--- src/rtl/cswap_multiword_add_ctrl.sv ---
// ---------------------------------------------------------------------------
// cswap_multiword_add_ctrl
//
// Adds two WORDS x WIDTH-bit operands by streaming one WIDTH-bit slice per
// cycle through an external combinational cswap_wide_adder. The carry-out of
// each slice is fed back as the carry-in of the next slice. Word 0 is the
// least significant slice and is processed first.
//
// Ports:
//   clk, rst_n        rising-edge clock, asynchronous active-low reset
//   start             request a new addition (sampled only in IDLE)
//   op_a, op_b, cin   operands and carry into word 0 (latched on accept)
//   busy              high while RUN or DONE
//   done              one-cycle pulse, result/cout valid
//   result, cout      registered sum and final carry, held until next accept
//   add_a, add_b,
//   add_cin           slice operands and carry driven to the adder (0 unless RUN)
//   add_sum, add_cout adder results, consumed during RUN
// ---------------------------------------------------------------------------
module cswap_multiword_add_ctrl #(
    parameter int WIDTH = 4,
    parameter int WORDS = 4
) (
    input  logic                   clk,
    input  logic                   rst_n,
    input  logic                   start,
    input  logic [WIDTH*WORDS-1:0] op_a,
    input  logic [WIDTH*WORDS-1:0] op_b,
    input  logic                   cin,
    output logic                   busy,
    output logic                   done,
    output logic [WIDTH*WORDS-1:0] result,
    output logic                   cout,
    output logic [WIDTH-1:0]       add_a,
    output logic [WIDTH-1:0]       add_b,
    output logic                   add_cin,
    input  logic [WIDTH-1:0]       add_sum,
    input  logic                   add_cout
);

    localparam int TOT_W = WIDTH * WORDS;
    localparam int IDX_W = (WORDS > 1) ? $clog2(WORDS) : 1;

    typedef enum logic [1:0] {
        ST_IDLE = 2'd0,
        ST_RUN  = 2'd1,
        ST_DONE = 2'd2
    } state_t;

    state_t             state_r;
    state_t             state_s;
    logic [IDX_W-1:0]   idx_r;
    logic [IDX_W-1:0]   idx_next_s;
    logic               last_s;
    logic [TOT_W-1:0]   a_r;
    logic [TOT_W-1:0]   b_r;
    logic               carry_r;
    logic [TOT_W-1:0]   result_r;
    logic               cout_r;
    logic               busy_r;
    logic               done_r;
    logic [WIDTH-1:0]   add_a_r;
    logic [WIDTH-1:0]   add_b_r;
    logic               add_cin_r;

    // Select word idx of a packed multi-word vector.
    function automatic logic [WIDTH-1:0] word_sel(input logic [TOT_W-1:0] vec,
                                                  input logic [IDX_W-1:0] idx);
        logic [WIDTH-1:0] sel;
        sel = {WIDTH{1'b0}};
        for (int w = 0; w < WORDS; w++) begin
            if (idx == IDX_W'(w)) begin
                sel = vec[w*WIDTH +: WIDTH];
            end
        end
        return sel;
    endfunction

    assign last_s     = (idx_r == IDX_W'(WORDS - 1));
    assign idx_next_s = idx_r + {{(IDX_W-1){1'b0}}, 1'b1};

    // Next-state decode.
    always_comb begin
        state_s = state_r;
        case (state_r)
            ST_IDLE: begin
                if (start) begin
                    state_s = ST_RUN;
                end else begin
                    state_s = ST_IDLE;
                end
            end
            ST_RUN: begin
                if (last_s) begin
                    state_s = ST_DONE;
                end else begin
                    state_s = ST_RUN;
                end
            end
            ST_DONE: state_s = ST_IDLE;
            default: state_s = ST_IDLE;
        endcase
    end

    // State register.
    always_ff @(posedge clk or negedge rst_n) begin
        if (!rst_n) begin
            state_r <= ST_IDLE;
        end else begin
            state_r <= state_s;
        end
    end

    // Status flags are registered decodes of the next state so they line up
    // exactly with the state they describe.
    always_ff @(posedge clk or negedge rst_n) begin
        if (!rst_n) begin
            busy_r <= 1'b0;
            done_r <= 1'b0;
        end else begin
            busy_r <= (state_s != ST_IDLE);
            done_r <= (state_s == ST_DONE);
        end
    end

    // Operand latching, slice sequencing and result accumulation. The adder
    // drive registers are preloaded one edge ahead with the slice that the
    // coming RUN cycle needs, so they are valid for the whole cycle and are
    // zero in every non-RUN cycle.
    always_ff @(posedge clk or negedge rst_n) begin
        if (!rst_n) begin
            a_r       <= {TOT_W{1'b0}};
            b_r       <= {TOT_W{1'b0}};
            carry_r   <= 1'b0;
            idx_r     <= {IDX_W{1'b0}};
            result_r  <= {TOT_W{1'b0}};
            cout_r    <= 1'b0;
            add_a_r   <= {WIDTH{1'b0}};
            add_b_r   <= {WIDTH{1'b0}};
            add_cin_r <= 1'b0;
        end else begin
            case (state_r)
                ST_IDLE: begin
                    if (start) begin
                        a_r       <= op_a;
                        b_r       <= op_b;
                        carry_r   <= cin;
                        idx_r     <= {IDX_W{1'b0}};
                        result_r  <= {TOT_W{1'b0}};
                        cout_r    <= 1'b0;
                        add_a_r   <= op_a[WIDTH-1:0];
                        add_b_r   <= op_b[WIDTH-1:0];
                        add_cin_r <= cin;
                    end
                end
                ST_RUN: begin
                    for (int w = 0; w < WORDS; w++) begin
                        if (idx_r == IDX_W'(w)) begin
                            result_r[w*WIDTH +: WIDTH] <= add_sum;
                        end
                    end
                    carry_r <= add_cout;
                    if (last_s) begin
                        cout_r    <= add_cout;
                        add_a_r   <= {WIDTH{1'b0}};
                        add_b_r   <= {WIDTH{1'b0}};
                        add_cin_r <= 1'b0;
                    end else begin
                        idx_r     <= idx_next_s;
                        add_a_r   <= word_sel(a_r, idx_next_s);
                        add_b_r   <= word_sel(b_r, idx_next_s);
                        add_cin_r <= add_cout;
                    end
                end
                ST_DONE: begin
                    add_a_r   <= {WIDTH{1'b0}};
                    add_b_r   <= {WIDTH{1'b0}};
                    add_cin_r <= 1'b0;
                end
                default: begin
                    add_a_r   <= {WIDTH{1'b0}};
                    add_b_r   <= {WIDTH{1'b0}};
                    add_cin_r <= 1'b0;
                end
            endcase
        end
    end

    assign busy    = busy_r;
    assign done    = done_r;
    assign result  = result_r;
    assign cout    = cout_r;
    assign add_a   = add_a_r;
    assign add_b   = add_b_r;
    assign add_cin = add_cin_r;

endmodule

--- config.mk ---
export PLATFORM = sky130hd
export DESIGN_NAME = cswap_multiword_add_ctrl
export DESIGN_NICKNAME = d
export VERILOG_FILES = /design/src/rtl/cswap_multiword_add_ctrl.sv
export SDC_FILE = /design/constraint.sdc
export NUM_CORES = 1
export LEC_CHECK = 0
export ABC_AREA = 0
export BUFFER_PORTS_ARGS = -buffer_cell sky130_fd_sc_hd__buf_2
export CORE_MARGIN = 2
export CORE_UTILIZATION = 45
export CTS_CLUSTER_DIAMETER = 100
export DETAILED_ROUTE_END_ITERATION = 12
export MAX_ROUTING_LAYER = met4
export PLACE_DENSITY = 0.68
export SETUP_SLACK_MARGIN = 0.4
export SYNTH_ARGS = -nofsm -noshare
export SYNTH_HDL_FRONTEND = slang
export SYNTH_SLANG_ARGS = --single-unit
--- constraint.sdc ---
create_clock -name clk -period 1.85 [get_ports clk]
set_input_delay 0.0925 -clock clk [delete_from_list [all_inputs] [get_ports clk]]
set_output_delay 0.0925 -clock clk [all_outputs]
set_load 0.02 [all_outputs]
==> flow_summary.toml <==
[synthesis]
synth_nets = 279
synthesis.area_mm2 = 0.00314
synth.yosys.warnings = 0
synth_simple_gate_area_share_pct = 5.65
synth-edff-count = 0
ys_ff_latch = 64
synth_fa_ha_area_share_pct = 3.18
synth-async-reset-ratio_pct = 100
synth_ff_type = "dfrtp_1"
synthMuxAreaShare_pct = 18.3
synth_top_cell_by_area = "dfrtp_1"
synth_cells = 230
synth_common_cells = "dfrtp_1, a22o_1, mux2_4, o22ai_1"
yosysSeqAreaShare_pct = 50.9
synth_compound_area_share_pct = 17.5
synth_top_area_share_pct = 50.9
ys_types = 28
synth-xor-area-share_pct = 0
syn_area_per_cell_um2 = 13.7
synth_top_family_by_area = "multiplexers"
yosysMostFrequentCell = "dfrtp_1"
synthTopCellsByArea = "dfrtp_1, mux2_4, a22o_1"

[place]
dp_cells = 391
portBuffers = 68
routabilityCongestion = 0.757
hpwl_mm = 4.59

[pwr]
ir_drop_mv = 0.900
p_per_area_mw_per_mm2 = 1720
leakagePower_uw = 0.00218
finalPower_uw = 7540

[route]
wl_mm = 7.71
routed_via_density = 5.30
drt_iter0_drc = 144
wl_per_cell_um = 17.0
drc = 0
antenna_left = 0
via_count = 2406
first_pass_iters = 4

[timing]
fin_crit_sh_pct = 84.2
finClkSkew_ns = 0.00814
max_slew_margin_pct = 76.7
setup_violations = 0
rsz0062_at_grt = "yes"
period_needed_ns = 1.56
holdWs_ns = 0.0175
drv_slew = 0
finalHoldViolCount = 0
worst_pin_slew_ns = 0.350
max_freq_mhz = 642
setup_tns_ns = 0

[cells_and_area]
final_nets = 402
drive_above_1_share_pct = 46.9
area_delta_synth_final_pct = 39.0
diodes = 0
finish.utilization_pct = 64.3
stdcell_count = 454

[global_routing]
gr-total-overflow = 0
grt_max_degree = 65
grt_pass1_wl_mm = 12.3
grt.total_usage_pct = 21.8
grt_antenna_before_repair = 0
grt_pass1_vias = 2439

[cts]
cts_buffer_depth = 2
cts_root_buf = "clkbuf_8"
cts_tree = "yes"
cts_sinks = 64
numCtsBuffers = 9
clock_latency_ns = 0.35
cts.clk_slew.worst_paths_ns = 0.07
h-tree-depth = 3

[floorplanning]
coreArea_mm2 = 0.00679
start_util_pct = 46.3
pin_count = 69
fp.dieH_um = 87.6
row_count = 30
dieArea_mm2 = 0.00767
fp.dieW_um = 87.6

[status]
status = "complete, no violations"

[hold_path]
min_path_type = "in2reg"

[critical_path]
cp_cell_sequence = "ha_2, nor3b_4, o21ai_0, o22ai_1"
path_buf_inv = 0
endpoint_kind = "flop"
cp_max_fo = 8
crit_required_ns = 2.10
cp_slowest_stage_delay_ns = 0.48
crit_family = "flip-flops"
cp_data_arrival_time_ns = 1.81
crit_path_start_kind = "flop"
cp_slowest_cell = "dfrtp_2"
worstSetupPathType = "reg2reg"

[run]
cap_viol_max_count = 0
## cells by family after synthesis
group                      after synthesis
AOI/OAI and AO/OA                       72
adders and majority gates                8
buffers and inverters                   21
muxes                                   42
DFF                                     64
and+or+nand+nor                         23
## stage by stage
| step | instance area (um^2) | setup slack [ns] |
|---|---|---|
| detailed placement | 3610 | 0.125 |
| global placement | 3610 | 0.205 |
| finish | 4370 | 0.292 |
| CTS | 4270 | 0.339 |
| global route | 4370 | 0.244 |
| floorplan | 3170 | 0.393 |
## flip-flops by register name (all words and copies together) (netlist names)
signal,count
a_r,16
b_r,16
result,16
add_a,4
add_b,4
idx_r,2
state_r,2
add_cin,1
busy,1
cout,1
done,1
## cell type report
type | instances | area [um^2]
clock inverter | 4 | 45.0
timing repair buffer | 123 | 901
sequential | 64 | 1600
inverter | 10 | 45.0
fill | 531 | 2420
clock buffer | 12 | 135
multi-input combinational | 145 | 1520
tap | 96 | 120
## power by group
| part | switching [uW] | internal (uW) |
|---|---|---|
| Clock | 524 | 617 |
| Sequential | 459 | 2060 |
| Combinational | 1800 | 2080 |
## cells in the final DEF (no fill, tap or decap), types with 9 or more instances in the layout
cell type,synthesis,routed
buf_4,0,15
clkbuf_8,0,9
a22o_1,34,34
dlygate4sd3_1,0,30
mux2_4,30,30
mux2i_1,9,9
buf_2,5,68
dfrtp_1,64,62
o22ai_1,10,10
## final timing paths
kind,startpoint,to,slack (ns),cells after the start
worst max-delay path,idx_r[0]$_DFFE_PN0P_,add_b[0]$_DFFE_PN0P_,0.29,4
worst min-delay path,op_b[1],b_r[1]$_DFFE_PN0P_,0.02,2
worst max register to register,idx_r[0]$_DFFE_PN0P_,add_b[0]$_DFFE_PN0P_,0.29,4
worst min register to register,a_r[4]$_DFFE_PN0P_,a_r[4]$_DFFE_PN0P_,0.51,1
max in group asynchronous,rst_n,idx_r[1]$_DFFE_PN0P_,1.25,3
min in group asynchronous,rst_n,b_r[8]$_DFFE_PN0P_,0.29,3
## routing by layer
| metal | vias to the layer above | routed length, um | GRT usage (%) | part of all wire [%] |
|---|---|---|---|---|
| met1 | 1204 | 3430 | 28.7 | 44 |
| li1 | 1110 | - | - | - |
| met3 | 10 | 432 | 6.31 | 5.6 |
| met5 | - | 0 | - | 0 |
| met2 | 82 | 3750 | 32.8 | 49 |
| met4 | 0 | 104 | 6.29 | 1.3 |
## timing repair
action	CTS	global route
resized for setup	22	15
pin swaps	13	2
hold buffers	30	0
cloned	0	2
hold endpoints to repair	93	0
buffers inserted	12	3
setup endpoints to repair	46	56
(Power assumes the default switching activity.)
